[src/rtl/seq_multiplier.sv]
// Iterative shift-add multiplier, WIDTH x WIDTH -> 2*WIDTH, signed/unsigned per operation.
// Optional build macro SEQ_MULT_EARLY_EXIT_EN ends CALC as soon as the remaining multiplier bits are zero.
module seq_multiplier #(
  parameter int WIDTH = 12
) (
  input  logic                 clk,
  input  logic                 rst,
  input  logic                 in_valid,
  output logic                 in_ready,
  input  logic [WIDTH-1:0]     a,
  input  logic [WIDTH-1:0]     b,
  input  logic                 is_signed,
  output logic                 out_valid,
  input  logic                 out_ready,
  output logic [2*WIDTH-1:0]   c,
  output logic                 busy
);

  localparam int CW = $clog2(WIDTH + 1);

  typedef enum logic [1:0] {IDLE, CALC, FIX, DONE} state_t;

  state_t               state_q, state_d;
  logic [WIDTH-1:0]     mcand_q, mcand_d;
  logic [WIDTH-1:0]     mplier_q, mplier_d;
  logic [2*WIDTH:0]     acc_q, acc_d;
  logic [CW-1:0]        cnt_q, cnt_d;
  logic                 sign_q, sign_d;
  logic [2*WIDTH-1:0]   c_q, c_d;

  logic [WIDTH-1:0]     a_abs, b_abs;
  logic [WIDTH:0]       upper;
  logic [2*WIDTH:0]     acc_shift;
  logic [WIDTH-1:0]     mplier_shift;
  logic [CW-1:0]        cnt_inc;

  // Magnitudes stay unsigned in WIDTH bits, so |-2^(WIDTH-1)| = 2^(WIDTH-1) is exact.
  assign a_abs = (is_signed && a[WIDTH-1]) ? (~a + WIDTH'(1)) : a;
  assign b_abs = (is_signed && b[WIDTH-1]) ? (~b + WIDTH'(1)) : b;

  assign upper        = mplier_q[0] ? (acc_q[2*WIDTH:WIDTH] + {1'b0, mcand_q}) : acc_q[2*WIDTH:WIDTH];
  assign acc_shift    = {upper, acc_q[WIDTH-1:0]} >> 1;
  assign mplier_shift = mplier_q >> 1;
  assign cnt_inc      = cnt_q + CW'(1);

  always_comb begin
    // NOTE: every _d gets its hold value first so no branch can leave it unassigned (no latches).
    state_d  = state_q;
    mcand_d  = mcand_q;
    mplier_d = mplier_q;
    acc_d    = acc_q;
    cnt_d    = cnt_q;
    sign_d   = sign_q;
    c_d      = c_q;

    unique case (state_q)
      IDLE: begin
        if (in_valid) begin
          mcand_d  = a_abs;
          mplier_d = b_abs;
          sign_d   = is_signed & (a[WIDTH-1] ^ b[WIDTH-1]);
          acc_d    = '0;
          cnt_d    = '0;
          state_d  = CALC;
        end
      end
      CALC: begin
        acc_d    = acc_shift;
        mplier_d = mplier_shift;
        cnt_d    = cnt_inc;
        if (cnt_q == CW'(WIDTH - 1)) begin
          state_d = FIX;
        end
`ifdef SEQ_MULT_EARLY_EXIT_EN
        else if (mplier_shift == '0) begin
          // Apply the right shifts the skipped iterations would have performed.
          acc_d   = acc_shift >> (CW'(WIDTH) - cnt_inc);
          state_d = FIX;
        end
`endif
      end
      FIX: begin
        c_d     = sign_q ? (~acc_q[2*WIDTH-1:0] + (2*WIDTH)'(1)) : acc_q[2*WIDTH-1:0];
        state_d = DONE;
      end
      DONE: begin
        if (out_ready) begin
          state_d = IDLE;
        end
      end
      default: state_d = IDLE;
    endcase
  end

  always_ff @(posedge clk) begin
    // NOTE: non-blocking assignments so every flop samples the pre-edge values of the others.
    if (rst) begin
      state_q  <= IDLE;
      mcand_q  <= '0;
      mplier_q <= '0;
      acc_q    <= '0;
      cnt_q    <= '0;
      sign_q   <= 1'b0;
      c_q      <= '0;
    end else begin
      state_q  <= state_d;
      mcand_q  <= mcand_d;
      mplier_q <= mplier_d;
      acc_q    <= acc_d;
      cnt_q    <= cnt_d;
      sign_q   <= sign_d;
      c_q      <= c_d;
    end
  end

  assign in_ready  = (state_q == IDLE);
  assign out_valid = (state_q == DONE);
  assign busy      = (state_q != IDLE);
  assign c         = c_q;

endmodule

[config.mk]
export PLATFORM = sky130hd
export DESIGN_NAME = seq_multiplier
export DESIGN_NICKNAME = d
export VERILOG_FILES = /design/src/rtl/seq_multiplier.sv
export SDC_FILE = /design/constraint.sdc
export NUM_CORES = 1
export LEC_CHECK = 0
export ABC_AREA = 0
export BUFFER_PORTS_ARGS = -buffer_cell sky130_fd_sc_hd__buf_2
export CORE_MARGIN = 4
export CORE_UTILIZATION = 50
export CTS_BUF_LIST = sky130_fd_sc_hd__clkbuf_4 sky130_fd_sc_hd__clkbuf_8
export CTS_CLUSTER_DIAMETER = 60
export DETAILED_ROUTE_END_ITERATION = 10
export GPL_TIMING_DRIVEN = 0
export MAX_ROUTING_LAYER = met4
export PLACE_DENSITY = 0.71
export SLEW_MARGIN = 10
export SYNTH_ARGS = -nofsm -noshare
export SYNTH_HDL_FRONTEND = slang
export SYNTH_SLANG_ARGS = --single-unit
export TNS_END_PERCENT = 50
[constraint.sdc]
create_clock -name clk -period 2.2 [get_ports clk]
set_input_delay 0.22 -clock clk [delete_from_list [all_inputs] [get_ports clk]]
set_output_delay 0.22 -clock clk [all_outputs]
set_load 0.02 [all_outputs]
======== Word level (Yosys, flattened, before mapping) ========
Cells that the tools add are included.
operators by class
  add/sub/neg operators ................... 5
  equal/unequal tests ..................... 7
  muxes and demuxes ....................... 14
  bitwise operators ....................... 5
  reduce and logical (&&, ||, !) cells .... 8
operator list
  kind                     count
  $pmux W25 S2             1
  $mux W12                 3
  $mux W25                 1
  $add A12 B1 Y12 const B  2
  $add A24 B1 Y24 const B  1
  $mux W24                 1
  $not A12 Y12             2
  $not A24 Y24             1
  $pmux W12 S2             1
  $add A13 B12 Y13         1
  $mux W13                 1
  $pmux W2 S4              1
  $pmux W4 S2              1
  $mux W2                  3
  $add A4 B1 Y4 const B    1
  $eq A2 B2 Y1 const B     2
  $eq A4 B4 Y1 const B     1
  $mux W4                  1
  $ne A2 B2 Y1 const B     2
  $reduce_and A2 Y1        2
  $reduce_bool A2 Y1       2
  $reduce_and A3 Y1        1
  $eq A2 B1 Y1 const B     1
  $logic_and A1 B1 Y1      2
  4 further kinds          4
storage, ports and cells
  bits in registers ....................... 80
  input bits .............................. 29
  output and inout port bits .............. 27
  word-level logic and storage cells ...... 46

======== Depth between registers and ports, before layout ========
Gate-level depths: netlist of the first run.
  word-level depth ........................ 5
  mapped depth ............................ 9
  mapped depth without buffers ............ 8

======== Least setup slack after synthesis of the first run ========
OpenSTA, ideal clock, no wires.
  path type ............................... register -> register
  start point ............................. register acc_q[12]
  end point ............................... register acc_q[19]
  library setup time ...................... 0.115 ns
  data arrival time ....................... 2.075 ns
  data required time ...................... 2.085 ns
  slack ................................... 0.011 ns
  stages on the path, launching flop included .. 9
  buffers on the path ..................... 0
  period minus slack after synthesis ...... 2.189 ns
  path through ............................ dfxtp_1 > ha_1 > inv_1 > fa_1 > nor2b_1 > o2111ai_1 > a21o_1 > and4b_1 > a2111oi_0
between the ends
  word-level cells in the longest chain between the ends .. 3
ends and longest elaborated chain
  what                    RTL line  RTL
  from (decl)             26        logic [2*WIDTH:0] acc_q, acc_d;
  from (signal assigned)  101       acc_q <= '0;
  from (signal assigned)  109       acc_q <= acc_d;
  $add A13 B12 Y13        41        assign upper = mplier_q[0] ? (acc_q[2*WIDTH:WIDTH] + {1'b0, mcand_q}) : acc_q[2*WIDTH:WIDTH];
  $mux W13                41
  $pmux W25 S2            56        unique case (state_q)
No other way between the ends.
A chain may end at the register's enable or synchronous reset.

======== Worst setup path after layout of the first run ========
  start point ............................. register mcand_q[0]
  end point ............................... register acc_q[21]
between the ends
  word-level cells in the longest chain between the ends .. 3
ends and longest elaborated chain
  what                    RTL line  RTL
  from (decl)             24        logic [WIDTH-1:0] mcand_q, mcand_d;
  from (signal assigned)  107       mcand_q <= mcand_d;
  $add A13 B12 Y13        41
  $mux W13                41
  $pmux W25 S2            56
No other way between the ends.

==> results of run 1 <==
==> through the flow <==
stage	cells	setup WS, ns	TNS, ns	power, mW
6_report	740	0.04556	0	5.315
3_5_place_dp	722	-0.2587	-1.540	3.976
4_1_cts	738	-0.02246	-0.02246	5.235
2_1_floorplan	560	0.01089	0	3.348
3_3_place_gp	722	-0.2010	-1.563	3.929
5_1_grt	740	-0.08205	-0.2877	5.651
==> final cells by class <==
class	instances	share of cell area
multi-input cells	424	0.5330
flip-flops and latches	79	0.2998
repair buffers	56	0.05391
plain buffers	32	0.02767
well taps	108	0.02554
clock buffers	10	0.02483
inverters	25	0.01773
clock inverters	6	0.01750
==> critical path, stage by stage (launching register included) <==
cell and delay, ns:
dfxtp_1 0.37, ha_1 0.17, inv_1 0.05, fa_1 0.40
nor2b_2 0.17, o2111ai_2 0.18, a31oi_1 0.36, nor3_1 0.09
o32ai_1 0.28
==> sequential cells by signal (all words and copies together), names as in the netlist <==
register  flops
acc_q        24
c            24
mcand_q      12
mplier_q     12
cnt_q         4
state_q       2
sign_q        1
==> routing by layer <==
metal / vias to the layer above / share of wire
li1: 2188 / -
met2: 146 / 0.46
met4: 0 / 0.020
met5: - / 0
met3: 20 / 0.067
met1: 2133 / 0.45
==> what timing repair did <==
item | 4_1_cts | 5_1_grt
setup endpoints to repair | 32 | 35
pin swaps | 0 | 1
gates resized for setup | 9 | 14
setup buffers | 0 | 2
==> cell families after synthesis <==
group / count (synthesis) / share of synthesized area
fa+ha+maj: 21 / 0.05895
xor+xnor: 38 / 0.07260
simple gates: 185 / 0.1962
buf+inv: 57 / 0.04994
flops: 79 / 0.3450
compound gates: 173 / 0.2612
mux: 7 / 0.01610
==> placed cells by master (no fill, tap or decap), types with 9 or more instances in the layout <==
master,count
nor3_1,14
nor2_1,75
xor2_1,24
dfxtp_1,77
inv_1,24
a21oi_1,42
xnor2_1,14
a22oi_1,19
buf_2,58
clkbuf_1,18
ha_1,19
clkbuf_8,9
nand2_1,46
a211oi_1,21
o21ai_0,25
nand3_1,9
a31oi_1,11
==> worst max-delay path by stage <==
stage,to,slack [ns],startpoint
2_1_floorplan,acc_q[19],0.01,acc_q[12]
3_3_place_gp,acc_q[19],-0.20,acc_q[12]
3_5_place_dp,acc_q[19],-0.26,acc_q[12]
4_1_cts,acc_q[19],-0.02,acc_q[12]
5_1_grt,acc_q[19],-0.08,mcand_q[0]
6_report,acc_q[21],0.05,mcand_q[0]
==> report_power, final <==
part | total [mW] | switching, mW | internal, mW
Combinational | 2.22 | 1.48 | 0.742
Clock | 1.23 | 0.571 | 0.660
Sequential | 1.86 | 0.166 | 1.70
Total | 5.31 | 2.22 | 3.10
==> impl_results.md, run 1 <==
- Initial antenna violation count: 0
- Initial drt markers: 388
- Initial core utilization: 0.5206
- DRC Markers: 0
- Post-Syn Area: 0.004584 mm2
- H-tree Lvls: 3
- Antenna viol nets, final: 0
- Largest net degree at the start of global routing: 15
- Worst r2r dst: acc_q[21]
- Slew @ Worst Pin: 0.7193 ns
- Ys flop type: dfxtp_1
- Count of nets after finishing: 677
- CTS tree: done
- Detailed Routing Iterations Pass 1: 7
- Post-DP HPWL: 9233 um
- Placed inst area: 0.004990 mm2
- Hold Path Class: in2reg
- Syn Area/Cell: 8.186 um2
- Worst hold slack: 0.1367 ns
- Gpl congestion: 0.9013
- Async set or reset register ratio after synthesis: 0
- Worst r2r src: mcand_q[0]
- Synth top area cells: dfxtp_1 34%, nor2_1 6.1%, ha_1 5.5%
- Hold endpoint: mcand_q[0]
- Synth top area share: 0.3450
- Grt met3 use: 0.04167
- Crit path time final: 2.154 ns
- Fmax: 464.2 MHz
- Peak VDD IR: 746.7 uV
- Layout area overhead: 15.42%
- Clk_lat worst skew: 0.36 ns
- RSZ-0062 raised after global routing: true
- Crit Path Class: reg2reg
- Share of cells above drive strength 1: 0.1709
- Hold depth: 3
- CP required: 2.46 ns
- CTS sink count: 79
- First-pass GRT wire length: 20340 um
- Max-slew violation count: 0
- Longest Clk Path Bufs: 2
- ANT cells: 0
- Unique masters post-synth: 67
- Remaining Overflow, GRT: 0
- Vias/cell: 6.064
- Final wirelength: 12390 um
- CTS Buf Count: 9
- Register area share after synthesis: 0.3450
- Clock transition at path regs: 0.08 ns
- Fin area: 0.005291 mm2
- Root buffer cell: clkbuf_8
- Core area: 0.008806 mm2
- Row count: 34
- Syn_nets: 610
- Count leader, synth: dfxtp_1
- Largest area contributor in the netlist: dfxtp_1
- Hold Startpoint: a[0]
- Die height: 103.8 um
- Via count: 4487
- Top post-synthesis cells by count: 79 x dfxtp_1, 75 x nor2_1, 46 x nand2_1
- Cell count after synthesis: 560
- Cts hold-fix bufs: 0
- R2R cell count: 8
- DR WL/cell: 16.74 um
- Fillcell total: 803
- Buffers on Ports: 54
- Yosys Warn Count: 0
- Boundary Pins: 56
- Final core utilization: 0.6009
- Max cap viols: 0
- Startpoint Class: register
- Die W: 103.8 um
- Leakage power: 2.094 nW
- Crit path capture type: register
- Footprint of the multi-input gates: 0.002820 mm2
- Final-report hold violation count: 0
- P per Cell Area: 1004 mW/mm2
- # setup viols final: 0
- Relative slew slack: 0.5204
- CP Max Fanout: 4
- Crit path arrival time: 2.42 ns
- Vias in the first global route: 4107
- Grt met2 use: 0.3636
- GRT busiest layer: met2
- Reg area: 0.001587 mm2
- Period utilisation layout: 0.9793
- Clk_skew: 0.009737 ns
- R2R setup slack: 0.05 ns
- Met1 GRT Util: 0.3133
- All-Layer GR Usage: 0.2339
- Die ar.: 0.01077 mm2
- Number of flops mapped to enable cells by yosys: 0
- Yosys reg bits: 79
- Status: finished, final reports clean
Power figures use the tool's default switching activity.
==> run 2: changes to the inputs <==
--- a/config.mk
+++ b/config.mk
@@ -5,7 +5,7 @@
 export SDC_FILE = /design/constraint.sdc
 export NUM_CORES = 1
 export LEC_CHECK = 0
-export ABC_AREA = 0
+export ABC_AREA = 1
 export BUFFER_PORTS_ARGS = -buffer_cell sky130_fd_sc_hd__buf_2
 export CORE_MARGIN = 4
 export CORE_UTILIZATION = 50
==> run 2 against run 1 <==
Compared with the run above: core utilization decreased by 1.3 points; cell count increased by 28%; non-clock buffer count decreased by 8; synthesized area increased by 5.5%; worst setup slack improved by 0.11 ns; sequential power increased by 4%; critical path depth increased by 1; combinational power increased by 11%.
==> impl_results.md, run 2 <==
- Die height: 106.4 um (+2.5%)
- Post-DP HPWL: 10180 um (+10%)
- Core area: 0.009328 mm2 (+5.9%)
- Initial drt markers: 278 (-28%)
- Number of flops mapped to enable cells by yosys: 0 (unchanged)
- Clock transition at path regs: 0.09 ns (about the same)
- Remaining Overflow, GRT: 0 (unchanged)
- Syn Area/Cell: 6.494 um2 (-21%)
- P per Cell Area: 1014 mW/mm2 (+0.92%)
- Crit path arrival time: 2.27 ns (-0.15 ns)
- Synth top area cells: dfxtp_1 33%, nand2_1 15%, a21oi_1 8.4%
- Status: finished, final reports clean
- CP Max Fanout: 10 (+6)
- R2R cell count: 9 (+1)
- Worst hold slack: 0.1534 ns (+0.01670 ns)
- Met2 wire len: 5952 um (+4.6%)
- Yosys Warn Count: 0 (unchanged)
- Async set or reset register ratio after synthesis: 0 (unchanged)
- Setup TNS: 0 ns (unchanged)
- Cell count after synthesis: 745 (+33%)
- Syn_nets: 795 (+30%)
- Worst setup margin: 0.1552 ns (+0.1096 ns)
- Final wirelength: 12920 um (+4.3%)
- Largest net degree at the start of global routing: 16 (+1)
- Hold Path Class: in2reg
- Vias/cell: 5.232 (-14%)
- Root buffer cell: clkbuf_8
- All-Layer GR Usage: 0.2461 (+0.01218)
- Die ar.: 0.01131 mm2 (+5.1%)
- Via count: 4939 (+10%)
- Antenna viol nets, final: 0 (unchanged)
- WL met1: 6014 um (+7.0%)
- DR WL/cell: 13.69 um (-18%)
- Buffers & Inverters on Critical Path: 3 (+2)
- CP required: 2.42 ns (-0.04 ns)
- Unique masters post-synth: 35 (-48%)
- CTS Buf Count: 9 (unchanged)
- Boundary Pins: 56 (unchanged)
- CTS tree: done
- # placed instances: 928 (+29%)
- RSZ-0062 raised after global routing: false
- Yosys reg bits: 79 (unchanged)
- Vias in the first global route: 4715 (+15%)
- Max Used Layer: met4
- Slew @ Worst Pin: 0.6192 ns (-0.1001 ns)
- Buffers on Ports: 54 (unchanged)
- Longest Clk Path Bufs: 2 (unchanged)
- Gpl congestion: 0.9495 (+5.3%)
- Period utilisation layout: 0.9295 (-0.04981)
- Synth top area share: 0.3269 (-0.01811)
- Count leader, synth: nand2_1
- Count of nets after finishing: 860 (+27%)
- Max-slew violation count: 0 (unchanged)
- Peak VDD IR: 521.5 uV (-30%)
- Detailed Routing Iterations Pass 1: 7 (unchanged)
- Pre-CTS WS: 0.07819 ns (+0.3369 ns)
- Crit Path Class: reg2reg
- Critical Path Stages: 9 (+1)
- Cts hold-fix bufs: 0 (unchanged)
- Final-report hold violation count: 0 (unchanged)
- Layout area overhead: 13.40%
- DRC Markers: 0 (unchanged)
- Register area share after synthesis: 0.3269 (-0.01811)
- Slowest CP cell: dfxtp_1
- # setup viols final: 0 (unchanged)
- Largest area contributor in the netlist: dfxtp_1
- Most common cell after layout, fill and taps aside: nand2_1
- Max cap viols: 0 (unchanged)
- Hold depth: 3 (unchanged)
- Leakage power: 2.625 nW (+25%)
- H-tree Lvls: 3 (unchanged)
- Critical path's largest stage delay: 0.39 ns (about the same)
- Ys flop type: dfxtp_1
- Relative slew slack: 0.5872 (+0.06673)
- Critical path's top delay family: compound AO/OA/AOI/OAI gates
- Post-Syn Area: 0.004838 mm2 (+5.5%)
- Top post-synthesis cells by count: 188 x nand2_1, 92 x inv_1, 81 x a21oi_1
- Clk_skew: 0.01357 ns (+0.003832 ns)
- Initial core utilization: 0.5187 (-0.001890)
- ANT cells: 0 (unchanged)
- Commonest non-fill, non-tap cells in the layout: 188 x nand2_1, 92 x inv_1, 81 x a21oi_1
- Crit path capture type: register
- Row count: 35 (+2.9%)
- Clk_lat worst skew: 0.36 ns (about the same)
- Final Instance Count excl. Fillers: 944 (+28%)
- Startpoint Class: register
- First-pass GRT wire length: 22080 um (+8.5%)
- Initial antenna violation count: 0 (unchanged)
- Fmax: 489.0 MHz (+5.4%)
- Crit path time final: 2.045 ns (-0.1096 ns)
- Share of cells above drive strength 1: 0.1178 (-0.05309)
- Crit path cell chain: inv_1 > ha_1 > nand2_2 > inv_4 > a21oi_4 > nor2_8 > buf_2 > nand2_1 > a21oi_1
- DR WL met3: 656 um (-21%)
- Die W: 106.4 um (+2.5%)
- CTS sink count: 79 (unchanged)
[run 2: logic make-up after synthesis]
logic type                 after synthesis  synth area share
adders and majority gates               21           0.05586
DFF                                     79            0.3269
and+or+nand+nor                        333            0.2850
buffers and inverters                  123            0.1042
AOI/OAI and AO/OA                      170            0.1937
xor gates and xnor gates                19           0.03439
[run 2: routing by layer]
metal | track usage | up-vias
met5 | - | -
met4 | 0.08511 | 0
met3 | 0.02914 | 25
met2 | 0.4009 | 119
met1 | 0.3171 | 2234
li1 | - | 2561
[run 2: where the power goes]
part	internal [mW]	switching, mW
combinational	0.816	1.65
sequential	1.75	0.193
clock	0.573	0.585
[run 2: metrics by stage]
stage,total power [mW],cell area [um2],util
finish,5.561,5487,0.5882
global route,5.993,5487,0.5882
CTS,5.589,5483,0.5878
detailed placement,4.424,5270,0.5650
global placement,4.377,5270,0.5650
floorplan,3.702,4838,-
[run 2: worst register-to-register path, cell delays in order, from the launching register on]
cell and delay, ns:
dfxtp_1 0.39, inv_1 0.09, ha_1 0.28, nand2_2 0.20, inv_4 0.08, a21oi_4 0.39, nor2_8 0.12, buf_2 0.22
nand2_1 0.08, a21oi_1 0.06
[run 2: repair_timing]
item,in CTS,in global routing
setup endpoints to repair,0,4
gates resized for setup,0,2
buffers inserted,0,0
[run 2: path summary, 6_finish.rpt]
path | start | to | slack, ns
worst min register to register | mplier_q[2] | mplier_q[2] | 0.47
worst max register to register | state_q[0] | acc_q[10] | 0.16
worst min-delay path | b[0] | mplier_q[0] | 0.15
worst max-delay path | state_q[0] | acc_q[10] | 0.16
[run 2: layout make-up]
cell class,count,area [um2]
inverters,97,369.1
clock inverters,6,75.07
well taps,129,161.4
plain buffers,26,135.1
repair buffers,54,270.3
flip-flops and latches,79,1583
fillers,936,3841
multi-input cells,543,2755
clock buffers,10,137.6
